**config.mk**
```make
export PLATFORM = sky130hd
export DESIGN_NAME = audio_tdm_driver
export DESIGN_NICKNAME = d
export VERILOG_FILES = /design/src/rtl/audio_tdm_driver.sv
export SDC_FILE = /design/constraint.sdc
export NUM_CORES = 1
export LEC_CHECK = 0
export BUFFER_PORTS_ARGS = -buffer_cell sky130_fd_sc_hd__buf_2
export CAP_MARGIN = 30
export CORE_AREA = 2 2 161 163
export DETAILED_ROUTE_END_ITERATION = 8
export DIE_AREA = 0 0 163 165
export PLACE_DENSITY = 0.71
export SYNTH_ARGS = -nofsm -noshare
export SYNTH_HDL_FRONTEND = slang
export SYNTH_SLANG_ARGS = --single-unit
```
**constraint.sdc**
```tcl
create_clock -name AUDIO_CLK -period 5.1 [get_ports AUDIO_CLK]
set_input_delay 0 -clock AUDIO_CLK [delete_from_list [all_inputs] [get_ports AUDIO_CLK]]
set_output_delay 0 -clock AUDIO_CLK [all_outputs]
set_load 0.005 [all_outputs]
```
**src/rtl/audio_tdm_driver.sv**
```systemverilog
// Serial audio output: frame FIFO feeding an I2S / left-justified / TDM serialiser.
// BCK, LRCK/FS and DATA are all derived from AUDIO_CLK; DATA/LRCK change only on BCK falls.
module audio_tdm_driver #(
    parameter int CHANNELS   = 2,
    parameter int SAMPLE_W   = 24,
    parameter int SLOT_W     = 32,
    parameter int BCK_DIV    = 4,
    parameter int FIFO_DEPTH = 4
) (
    input  logic                             AUDIO_CLK,
    input  logic                             iRST_N,
    input  logic [1:0]                       i_mode,
    input  logic [CHANNELS*SAMPLE_W-1:0]     i_frame_data,
    input  logic                             i_frame_valid,
    output logic                             o_frame_ready,
    output logic                             oAUD_BCK,
    output logic                             oAUD_LRCK,
    output logic                             oAUD_DATA,
    output logic                             o_underrun,
    input  logic                             i_clr_underrun,
    output logic [$clog2(FIFO_DEPTH):0]      o_fifo_level
);

    localparam int NB = CHANNELS * SLOT_W;
    localparam int FW = CHANNELS * SAMPLE_W;
    localparam int BW = $clog2(NB);
    localparam int DW = $clog2(BCK_DIV);
    localparam int AW = (FIFO_DEPTH > 1) ? $clog2(FIFO_DEPTH) : 1;
    localparam int LW = $clog2(FIFO_DEPTH) + 1;

    typedef enum logic [1:0] {
        MODE_I2S  = 2'd0,
        MODE_LJ   = 2'd1,
        MODE_TDM  = 2'd2,
        MODE_RSVD = 2'd3
    } mode_e;

    logic [DW-1:0] div_q, div_d;
    logic          fall_evt, bck_d;
    logic [BW-1:0] b_q, b_d, d_d;
    mode_e         mode_q, mode_d, mode_eff;
    logic [FW-1:0] frame_q, frame_d;
    logic [FW-1:0] mem [FIFO_DEPTH];
    logic [AW-1:0] wr_ptr, rd_ptr;
    logic [LW-1:0] level;
    logic          push, pop, load, lrck_d, data_d;

    assign o_frame_ready = (level != LW'(FIFO_DEPTH));
    assign o_fifo_level  = level;
    assign push          = i_frame_valid && o_frame_ready;

    always_comb begin
        fall_evt = (div_q == DW'(BCK_DIV - 1));
        div_d    = fall_evt ? '0 : div_q + 1'b1;
        bck_d    = (div_d >= DW'(BCK_DIV / 2));
        b_d      = b_q;
        mode_d   = mode_q;
        if (fall_evt) begin
            b_d = (b_q == BW'(NB - 1)) ? '0 : b_q + 1'b1;
            // A new mode only ever starts on a frame boundary.
            if (b_d == '0)
                mode_d = mode_e'(i_mode);
        end
        mode_eff = (mode_d == MODE_RSVD) ? MODE_I2S : mode_d;
        if (mode_eff == MODE_LJ)
            d_d = b_d;
        else
            d_d = (b_d == '0) ? BW'(NB - 1) : b_d - 1'b1;
        if (mode_eff == MODE_TDM)
            lrck_d = (b_d == BW'(NB - 1));
        else
            lrck_d = (b_d >= BW'(NB / 2));
        load    = fall_evt && (d_d == '0);
        pop     = load && (level != '0);
        frame_d = frame_q;
        if (load)
            frame_d = pop ? mem[rd_ptr] : '0;
        // Padding bits beyond SAMPLE_W in each slot stay 0.
        data_d = 1'b0;
        for (int c = 0; c < CHANNELS; c++)
            for (int k = 0; k < SAMPLE_W; k++)
                if (d_d == BW'(c * SLOT_W + k))
                    data_d = frame_d[c * SAMPLE_W + SAMPLE_W - 1 - k];
    end

    always_ff @(posedge AUDIO_CLK) begin
        if (push)
            mem[wr_ptr] <= i_frame_data;
    end

    always_ff @(posedge AUDIO_CLK or negedge iRST_N) begin
        if (!iRST_N) begin
            div_q      <= '0;
            b_q        <= '0;
            mode_q     <= MODE_I2S;
            frame_q    <= '0;
            oAUD_BCK   <= 1'b0;
            oAUD_LRCK  <= 1'b0;
            oAUD_DATA  <= 1'b0;
            o_underrun <= 1'b0;
            wr_ptr     <= '0;
            rd_ptr     <= '0;
            level      <= '0;
        end else begin
            div_q    <= div_d;
            oAUD_BCK <= bck_d;
            if (fall_evt) begin
                b_q       <= b_d;
                mode_q    <= mode_d;
                frame_q   <= frame_d;
                oAUD_LRCK <= lrck_d;
                oAUD_DATA <= data_d;
            end
            if (load && (level == '0))
                o_underrun <= 1'b1;
            else if (i_clr_underrun)
                o_underrun <= 1'b0;
            if (push)
                wr_ptr <= wr_ptr + 1'b1;
            if (pop)
                rd_ptr <= rd_ptr + 1'b1;
            case ({push, pop})
                2'b10:   level <= level + 1'b1;
                2'b01:   level <= level - 1'b1;
                default: level <= level;
            endcase
        end
    end

endmodule

```
Word-level counts from Yosys, hierarchy flattened:

Memory sizes are Yosys's and may differ from the RTL's.
Cells that the tools add are included.

* flip-flop bits (word level): 69
* RAM bits: 192
* bits of input ports: 54
* output and inout bits: 8
* word-level logic and storage cells: 152
* memories: 1

* $add $sub $neg: 7
* $lt $le $gt $ge: 2
* equality and inequality tests: 56
* multiplexer cells: 64
* reductions and logical operators: 11

Memory list
* mem: depth 4, width 48, rd ports 1, clocked after memory_dff 0, wr ports 1, RTL line 43 `logic [FW-1:0] mem [FIFO_DEPTH];`

Operators by type and width (number)
* $eq A6 B6 Y1 const B: 26
* $mux W48: 2
* $mux W1: 53
* $eq A6 B4 Y1 const B: 8
* $eq A6 B5 Y1 const B: 8
* $eq A6 B3 Y1 const B: 4
* $mux W6: 4
* $logic_not A6 Y1: 3
* $eq A6 B2 Y1 const B: 2
* $eq A2 B2 Y1 const B: 4
* $mux W2: 4
* $add A2 B1 Y2 const B: 3
* $add A6 B1 Y6 const B: 1
* $eq A6 B1 Y1 const B: 1
* $ge A6 B6 Y1 const B: 1
* $pmux W3 S2: 1
* $sub A6 B1 Y6 const B: 1
* $eq A2 B1 Y1 const B: 2
* $logic_and A1 B1 Y1: 4
* $reduce_bool A2 Y1: 2
* $add A3 B1 Y3 const B: 1
* $logic_not A3 Y1: 1
* $ne A3 B3 Y1 const B: 1
* $reduce_bool A3 Y1: 1
* 2 further kinds: 2

Longest topological paths before layout:

Gate-level depths: netlist (run 1).

* depth in word-level cells: 62
* gate-level depth with buffers: 22
* gate-level depth less buffers: 16

Least setup slack after synthesis (run 1):

No wires, ideal clock.

* path type: register to register
* from: register div_q[1]
* to: register oAUD_DATA
* setup time: 0.139 ns
* data arrival time: 3.980 ns
* required time: 4.961 ns
* setup slack: 0.981 ns
* stages on the path, launching flop included: 19
* buffers on the path: 3
* clock period less this slack: 4.119 ns
* cells stage by stage: dfrtp_1 ha_1 buf_4 nand3_1 or2_1 nand2_1 buf_4 ha_1 and4_1 clkbuf_1 o2111ai_1 o2bb2ai_2 a21boi_1 nand2_1 or3_1 a22o_1 a2111oi_2 nor4_1 or4_1

* cells in the longest elaborated chain, start to end: 59
* elaborated cells between the ends (all ways): 110
* classes of those cells: add/sub (1); eq/ne (50); mux (55); reduce/logical (4)

Ends and longest elaborated chain
* start: declaration: RTL line 38 `logic [DW-1:0] div_q, div_d;`
* start signal: assignment: RTL line 105 `div_q <= div_d;`
* $eq A2 B2 Y1 (*): RTL line 53 `fall_evt = (div_q == DW'(BCK_DIV - 1));`
* parallel branches: the longest is 58 deep, another holds $sub A6 B1 Y6
* end signal: assignment: RTL line 112 `oAUD_DATA <= data_d;`
* end: declaration: RTL line 18 `output logic oAUD_DATA,`

Mark *: on every way between the ends.
A chain may end at the register's enable or synchronous reset.

Worst setup path after layout (run 1):

* from: register div_q[0]
* to: register oAUD_DATA

The elaborated chain is that of the path after synthesis.

==> results of run 1 <==
## through the flow
| stage | worst slack, ps | hold slack [ps] | power (mW) | std cells |
|---|---|---|---|---|
| after global routing | 61.5 | 193 | 6.01 | 1236 |
| after global placement | 627 | 213 | 3.86 | 1133 |
| after floorplan | 981 | -296 | 3.52 | 745 |
| after CTS | 483 | 166 | 5.82 | 1236 |
| final | 440 | 177 | 5.75 | 1236 |
| after detailed placement | 526 | 216 | 3.89 | 1133 |
## per-layer routing
| layer | vias to the layer above | wire length, microns | track usage |
|---|---|---|---|
| met5 | - | 0 | 0 |
| met4 | 0 | 828 | 0.0656 |
| met3 | 63 | 1160 | 0.0269 |
| met2 | 223 | 11800 | 0.310 |
| met1 | 3515 | 10900 | 0.266 |
| li1 | 3177 | - | - |
## layout by cell type, fill, tap and decap left out, types with 4 or more instances in the layout
cell type | netlist | final
nand4_1 | 15 | 15
o21ai_0 | 21 | 21
inv_1 | 18 | 18
a41oi_1 | 4 | 4
nor2_1 | 28 | 28
a211oi_1 | 7 | 7
ha_1 | 10 | 10
xor2_1 | 7 | 7
xnor2_1 | 6 | 6
nand2_1 | 98 | 98
a31oi_1 | 7 | 7
dlygate4sd3_1 | 0 | 53
o22ai_1 | 4 | 4
and3_2 | 0 | 4
dfrtp_1 | 68 | 66
mux4_2 | 48 | 48
mux2i_1 | 5 | 5
clkbuf_16 | 0 | 28
nand3_1 | 43 | 43
edfxtp_1 | 192 | 192
and2_1 | 5 | 5
a22o_1 | 7 | 7
nor3_1 | 11 | 11
clkbuf_1 | 21 | 6
a21oi_1 | 14 | 14
clkinv_1 | 0 | 4
buf_2 | 4 | 61
buf_4 | 3 | 32
a21o_1 | 9 | 9
clkinv_2 | 0 | 6
## how the worst min path moves through the flow
stage                       endpoint  slack, ps  cells after the start
after floorplan               b_q[0]       -300                      0
after global placement    mem[2][32]        210                      1
after detailed placement   mem[3][1]        220                      1
after CTS                  mem[0][1]        170                      2
after global routing      o_underrun        190                      3
final                         b_q[2]        180                      3
## state kept, by name, indices dropped and copies added (netlist names), 2 cells and up
signal	cells
mem	192
frame_q	48
b_q	6
o_fifo_level	3
div_q	2
mode_q	2
rd_ptr	2
wr_ptr	2
## logic make-up (layout without fill, tap and decap cells)
group,count (synthesis),after routing,synth area share
AO/OA/AOI/OAI,115,115,0.0759
multiplexers,59,59,0.108
XOR/XNOR,13,13,0.0102
adder cells (fa/ha/maj),11,11,0.0130
AND/OR/NAND/NOR,232,232,0.102
buffers and inverters,55,216,0.0213
flip-flops,260,260,0.670
## synthesized netlist by cell type (all sizes together) (3+ instances only)
master and n:
dfrtp 68, a41oi 4, mux2 3, a211oi 7, mux2i 8, and2 5
nand4 15, a22o 7, ha 10, o2111ai 3, nor4b 3, o21ai 25
nor2 29, xor2 7, edfxtp 192, nor2b 3, a31oi 7, clkbuf 21
or2 4, o22ai 4, a32oi 3, o211ai 4, o221ai 3, nand2 99
or3 3, nor3 12, buf 14, inv 20, mux4 48, a31o 3
xnor2 6, a21o 9, and3 7, nor4 3, nand3 44, a21oi 14
## worst max-delay path: stages (launching register included)
cell and delay [ps]:
dfrtp_1 350, ha_1 360, buf_4 280, nand4_1 130, or3_1 340, and4_1 270
o2111ai_1 230, o2bb2ai_2 260, o211ai_4 280, nor2_4 150, buf_4 260, buf_4 280
nor3_1 80, o22ai_1 200, a2111oi_0 180, a2111oi_2 290, nor4_1 100, or4_1 480
## cell type report
cell class,instances,area (sq um),area share
clock buffers,35,737,0.0552
clock inverters,15,119,0.00891
inverters,20,75.1,0.00563
multi-input cells,430,3450,0.258
flip-flops and latches,260,7470,0.560
well taps,330,413,0.0310
repair buffers,146,1080,0.0807
## repair_timing
action	CTS	global route
endpoints found under the hold margin	266	0
endpoints found under the setup margin	0	0
hold buffers	53	0
## report_power, final
group          switching (mW)  internal (mW)  leakage (nW)  total (mW)
Sequential              0.163           2.71          2.61        2.88
Clock                   0.818           1.08         0.417        1.89
Combinational           0.553          0.427          1.92       0.979
==> results.sh, run 1 <==
export IMPL_outcome="finished, final reports clean"
export IMPL_grt_max_degree=69
export IMPL_cts_root_buf="clkbuf_16"
export IMPL_final_core_util=0.533
export IMPL_arrival_ps=5080
export IMPL_cts_resized=0
export IMPL_rrSetupSlack_ps=440
export IMPL_avgSynthCellArea_sq_um=15.0
export IMPL_fin_crit_sh=0.914
export IMPL_r2r_start="div_q[0]"
export IMPL_fillers=2064
export IMPL_syn_cell_area_sq_um=11100
export IMPL_antenna_found_initial=0
export IMPL_endpoint="oAUD_DATA"
export IMPL_yosys_area_top_type="edfxtp_1"
export IMPL_grt_overflow=0
export IMPL_drtIter0Drc=646
export IMPL_ys_seq_elements=260
export IMPL_clockBufferDepth=3
export IMPL_n_antenna_cell=0
export IMPL_setup_viol=0
export IMPL_syn_to_final_growth_pct=19.7
export IMPL_hold_violations=0
export IMPL_layout_min_cycle_time_ps=4660
export IMPL_portBuffers=61
export IMPL_cts_tree="built"
export IMPL_tns_ps=0
export IMPL_routedWlPerCell_microns=20.0
export IMPL_synth_edff_count=192
export IMPL_core_area_sq_um=25000
export IMPL_finalMaxSlewViolations=0
export IMPL_hp_class="in -> async"
export IMPL_synth_top_area_frac=0.517
export IMPL_path_max_fanout=18
export IMPL_die_area_sq_um=26900
export IMPL_r2r_end="oAUD_DATA"
export IMPL_power_density_nw_per_um2=431
export IMPL_postPlaceCellArea_sq_um=12000
export IMPL_fp_dieW_microns=163
export IMPL_worstSetupStartpointType="flop"
export IMPL_slew_headroom=0.386
export IMPL_htree_levels=1
export IMPL_syn_inst=745
export IMPL_pin_count=62
export IMPL_rows=58
export IMPL_rr_worst_depth=17
export IMPL_drt_total_wl_microns=24700
export IMPL_cts_sinks=260
export IMPL_drc=0
export IMPL_fin_skew_ps=11.1
export IMPL_place_hpwl_microns=15800
export IMPL_cts_made_buffers=27
export IMPL_first_global_vias=7153
export IMPL_drive_gt1_frac=0.237
export IMPL_synth_area_leaders="edfxtp_1 52%, dfrtp_1 15%, mux4_2 9.7%"
export IMPL_seq_area_frac_synth=0.670
export IMPL_mappedNetlistNets=810
export IMPL_endpoint_kind="flop"
export IMPL_track_usage=0.190
export IMPL_dr_pass1_iters=5
export IMPL_cts_setup_buffers=0
export IMPL_fmax_mhz=215
export IMPL_static_leakage_power_nw=4.95
export IMPL_synthFlopType="edfxtp_1"
export IMPL_rsz0062_at_grt="no"
export IMPL_initial_core_util=0.445
export IMPL_synthArstFlopShare=0.262
export IMPL_clk_pin_slew_ps=60
export IMPL_timing_max_cap_violations=0
export IMPL_gp_congestion=0.942
export IMPL_ant_nets=0
export IMPL_vias_per_cell=5.65
export IMPL_die_h_microns=165
export IMPL_yosysWarnings=0
export IMPL_insertion_delay_ps=550
export IMPL_vias=6978
export IMPL_crit_type="reg -> reg"
export IMPL_startpoint="div_q[0]"
export IMPL_tightestPinTransition_ps=920
export IMPL_cp_required_ps=5520
export IMPL_final_area_sq_um=13300
export IMPL_ir_drop_mv=0.323
export IMPL_grt_first_pass_wirelength_microns=39700
export IMPL_ys_types=77
export IMPL_fin_nets=950
Note: power is estimated with default switching activity, not from simulation.
==> run 2, diff against run 1 <==
--- a/config.mk
+++ b/config.mk
@@ -10,7 +10,7 @@
 export CORE_AREA = 2 2 161 163
 export DETAILED_ROUTE_END_ITERATION = 8
 export DIE_AREA = 0 0 163 165
-export PLACE_DENSITY = 0.71
+export PLACE_DENSITY_LB_ADDON = 0.2
 export SYNTH_ARGS = -nofsm -noshare
 export SYNTH_HDL_FRONTEND = slang
 export SYNTH_SLANG_ARGS = --single-unit
==> results.sh, run 2 (synthesis results as in run 1) <==
export IMPL_die_area_sq_um=26900
export IMPL_worstSetupStartpointType="flop"
export IMPL_power_density_nw_per_um2=434
export IMPL_grt_overflow=0
export IMPL_hp_class="in -> reg"
export IMPL_pin_count=62
export IMPL_reg_largest_list="mem x192, frame_q x48, b_q x6"
export IMPL_n_antenna_cell=0
export IMPL_fin_skew_ps=13.1
export IMPL_ir_drop_mv=0.311
export IMPL_timing_max_cap_violations=0
export IMPL_die_h_microns=165
export IMPL_drc=0
export IMPL_fin_crit_sh=0.945
export IMPL_fp_dieW_microns=163
export IMPL_cts_tree="built"
export IMPL_worst_slack_ps=279
export IMPL_endpoint_kind="flop"
export IMPL_drtIter0Drc=445
export IMPL_initial_core_util=0.445
export IMPL_layout_min_cycle_time_ps=4820
export IMPL_htree_levels=1
export IMPL_vias_per_cell=5.64
export IMPL_static_leakage_power_nw=4.92
export IMPL_cts_root_buf="clkbuf_16"
export IMPL_hold_violations=0
export IMPL_largest_reg_flops=192
export IMPL_rsz0062_at_grt="no"
export IMPL_fmax_mhz=207
export IMPL_tns_ps=0
export IMPL_antenna_found_initial=0
export IMPL_outcome="finished, final reports clean"
export IMPL_setup_viol=0
export IMPL_rows=58
export IMPL_cts_sinks=260
export IMPL_arrival_ps=5230
export IMPL_fin_nets=944
export IMPL_track_usage=0.204
export IMPL_finalMaxSlewViolations=0
export IMPL_regMostFlops="mem"
export IMPL_ant_nets=0
export IMPL_clockBufferDepth=3
export IMPL_most_common_layout_cells="192 x edfxtp_1, 98 x nand2_1, 66 x dfrtp_1"
export IMPL_gp_congestion=0.966
export IMPL_crit_type="reg -> reg"
export IMPL_path_max_fanout=13
export IMPL_vias=6946
export IMPL_grt_max_degree=69
export IMPL_dr_pass1_iters=5
export IMPL_first_global_vias=7313
export IMPL_core_area_sq_um=25000
export IMPL_cts_made_buffers=28
export IMPL_syn_to_final_growth_pct=19.6
export IMPL_cts_setup_buffers=0
export IMPL_insertion_delay_ps=540
export IMPL_drive_gt1_frac=0.231
export IMPL_clk_pin_slew_ps=60
export IMPL_portBuffers=61
export IMPL_cp_required_ps=5510
export IMPL_drt_total_wl_microns=26300
export IMPL_grt_first_pass_wirelength_microns=41800
export IMPL_slew_headroom=0.391
export IMPL_place_hpwl_microns=17400
export IMPL_dp_slack_ps=282
export IMPL_routedWlPerCell_microns=21.4
export IMPL_tightestPinTransition_ps=913
export IMPL_final_common_cell="edfxtp_1"
-- run 2: changes by cell type in the layout (fill, tap and decap cells not counted), sizes merged --
cell / change
clkbuf: +11
buf: -7
clkinv: -7
bufinv: -1
inv: -1
-- run 2: final timing paths --
path                                 start   endpoint  slack, ps  depth (start not counted)
min in group asynchronous           iRST_N     b_q[2]        220                          3
setup reg to reg                  div_q[1]  oAUD_DATA        280                         16
setup / recovery                  div_q[1]  oAUD_DATA        280                         16
hold / removal             i_frame_data[8]  mem[2][8]        210                          2
hold reg to reg                   div_q[0]   div_q[0]        430                          1
max in group asynchronous           iRST_N  rd_ptr[0]       4210                          3
-- run 2: worst max-delay path: stages (launching register included) --
cell and delay (ps):
dfrtp_1 390, ha_1 290, buf_4 240, nand2_1 130, and3b_1 200, o21ai_1 200, buf_4 200, a21oi_1 100
mux2i_2 510, nand3_1 450, nor2_1 330, nor4b_1 100, or3_1 370, a22o_1 230, a2111oi_2 400, nor4_1 90
or4_1 470
-- run 2: per-stage QoR --
| step | hold WS, ps | power (mW) | utilization | instances | instance area (sq um) |
|---|---|---|---|---|---|
| floorplan | -296 | 3.52 | - | 745 | 11100 |
| global placement | 207 | 3.87 | 0.475 | 1126 | 11900 |
| detailed placement | 198 | 3.91 | 0.475 | 1126 | 11900 |
| CTS | 192 | 5.88 | 0.532 | 1231 | 13300 |
| global route | 200 | 6.07 | 0.532 | 1231 | 13300 |
| finish | 208 | 5.79 | 0.532 | 1231 | 13300 |
-- run 2: repair_timing --
item | CTS | global route
endpoints found under the hold margin | 266 | 0
endpoints found under the setup margin | 0 | 1
hold buffers | 53 | 0
gates resized for setup | 0 | 3
-- run 2: final cells by class --
type,count,area (sq um)
Clock inverter,6,31.3
Inverter,20,75.1
Fill cell,2071,11700
Tap cell,330,413
Clock buffer,46,861
Timing Repair Buffer,139,1020
Multi-Input combinational cell,430,3460
Sequential cell,260,7470
-- run 2: where the power goes --
group          internal, mW  switching [mW]  leakage [nW]  total, mW
logic                 0.422           0.581          1.88       1.00
clock network          1.14           0.780         0.428       1.92
registers              2.71           0.149          2.61       2.86
total                  4.28            1.51          4.92       5.79
-- run 2: metal layers --
metal	global-route usage	vias up	share of wire	routed length, microns
met2	0.346	183	0.49	13000
met5	0	-	0	0
met4	0.0471	0	0.017	445
li1	-	3176	-	-
met3	0.0249	37	0.040	1060
met1	0.285	3550	0.45	11800
==> run 3, diff against run 2 <==
==> constraint.sdc (replaced) <==
create_clock -name AUDIO_CLK -period 5.3 [get_ports AUDIO_CLK]
set_input_delay 0 -clock AUDIO_CLK [delete_from_list [all_inputs] [get_ports AUDIO_CLK]]
set_output_delay 0 -clock AUDIO_CLK [all_outputs]
set_load 0.005 [all_outputs]
==> results.sh, run 3 (synthesis results as in run 1) <==
export IMPL_outcome="finished, final reports clean"
export IMPL_place_hpwl_microns=17700
export IMPL_crit_type="reg -> reg"
export IMPL_setup_viol=0
export IMPL_drive_gt1_frac=0.228
export IMPL_fin_nets=938
export IMPL_cts_sinks=260
export IMPL_ant_nets=0
export IMPL_cts_root_buf="clkbuf_16"
export IMPL_routedWlPerCell_microns=21.9
export IMPL_dp_slack_ps=334
export IMPL_r2r_end="oAUD_DATA"
export IMPL_grt_max_degree=69
export IMPL_rrSetupSlack_ps=290
export IMPL_cts_made_buffers=27
export IMPL_regMostFlops="mem"
export IMPL_static_leakage_power_nw=4.93
export IMPL_syn_to_final_growth_pct=19.4
export IMPL_fp_dieW_microns=163
export IMPL_r2r_start="div_q[1]"
export IMPL_tightestPinTransition_ps=960
export IMPL_track_usage=0.205
export IMPL_cts_tree="built"
export IMPL_gp_congestion=0.900
export IMPL_worst_slack_ps=286
export IMPL_final_core_util=0.532
export IMPL_timing_max_cap_violations=0
export IMPL_hp_class="in -> async"
export IMPL_cp_required_ps=5710
export IMPL_fin_skew_ps=26.5
export IMPL_power_mw=5.67
export IMPL_vias=6944
export IMPL_final_common_cell="edfxtp_1"
export IMPL_largest_reg_flops=192
export IMPL_die_area_sq_um=26900
export IMPL_fin_hold_ws_ps=208
export IMPL_clk_pin_slew_ps=60
export IMPL_die_h_microns=165
export IMPL_dr_pass1_iters=5
export IMPL_n_antenna_cell=0
export IMPL_antenna_found_initial=0
export IMPL_rows=58
export IMPL_drc=0
export IMPL_pin_count=62
export IMPL_clockBufferDepth=3
export IMPL_hold_violations=0
export IMPL_slew_headroom=0.357
export IMPL_core_area_sq_um=25000
export IMPL_first_global_vias=7228
export IMPL_path_max_fanout=11
export IMPL_htree_levels=1
export IMPL_fin_crit_sh=0.946
export IMPL_fmax_mhz=199
export IMPL_layout_min_cycle_time_ps=5010
export IMPL_tns_ps=0
export IMPL_ir_drop_mv=0.323
export IMPL_rsz0062_at_grt="no"
export IMPL_vias_per_cell=5.67
export IMPL_initial_core_util=0.445
export IMPL_grt_overflow=0
export IMPL_rr_worst_depth=15
export IMPL_grt_first_pass_wirelength_microns=41800
export IMPL_finalMaxSlewViolations=0
export IMPL_portBuffers=61
export IMPL_reg_largest_list="mem x192, frame_q x48, b_q x6"
export IMPL_drtIter0Drc=625
export IMPL_cts_resized=0
export IMPL_arrival_ps=5420
export IMPL_worstSetupStartpointType="flop"
export IMPL_most_common_layout_cells="192 x edfxtp_1, 98 x nand2_1, 66 x dfrtp_1"
export IMPL_endpoint_kind="flop"
export IMPL_power_density_nw_per_um2=426
export IMPL_insertion_delay_ps=540
export IMPL_drt_total_wl_microns=26800
export IMPL_fillers=2044
[run 3: per-stage QoR]
stage / instance area [sq um] / cells
after floorplan: 11100 / 745
final: 13300 / 1224
after global routing: 13300 / 1224
after CTS: 13300 / 1224
after global placement: 11900 / 1121
after detailed placement: 11900 / 1121
[run 3: worst max-delay path, stage by stage (launching register included)]
cell and delay [ps]:
dfrtp_1 340, ha_1 310, buf_4 280, nand4_1 120, or3_1 340, and4_1 290, a211o_1 350, o211a_2 180
nor2_1 650, nand2_1 400, a21oi_1 220, o21ai_0 160, a221o_1 350, a32oi_1 220, o221ai_1 150, or4_1 530
[run 3: area by class of cell]
cell class / count / area (sq um) / area share
Sequential cell: 260 / 7470 / 0.561
Clock inverter: 13 / 166 / 0.0125
Clock buffer: 37 / 754 / 0.0567
Inverter: 20 / 75.1 / 0.00564
Timing Repair Buffer: 134 / 986 / 0.0740
Tap cell: 330 / 413 / 0.0310
Multi-Input combinational cell: 430 / 3450 / 0.259
[run 3: repair_timing]
item	in CTS	in global routing
hold buffers	53	0
hold endpoints to repair	266	0
setup endpoints to repair	0	0
buffers inserted	0	0
[run 3: worst max path at each step]
stage               cells past startpoint  slack [ps]      from        end
global route                           15          50  div_q[0]  oAUD_DATA
global placement                       15         340  div_q[0]  oAUD_DATA
CTS                                    14         330  div_q[1]  oAUD_DATA
detailed placement                     15         330  div_q[1]  oAUD_DATA
finish                                 15         290  div_q[1]  oAUD_DATA
floorplan                              18        1180  div_q[1]  oAUD_DATA
[run 3: routing by layer]
metal	routed length [microns]	up-vias	global-route usage
met3	1130	40	0.0249
met2	13100	198	0.345
li1	-	3157	-
met5	0	-	0
met1	12000	3549	0.288
met4	575	0	0.0527
[run 3: where the power goes]
group          switching (mW)  internal, mW  total [mW]  leakage, nW
clock                   0.754          1.19        1.94        0.455
sequential              0.160          2.61        2.77         2.61
combinational           0.552         0.408       0.959         1.86
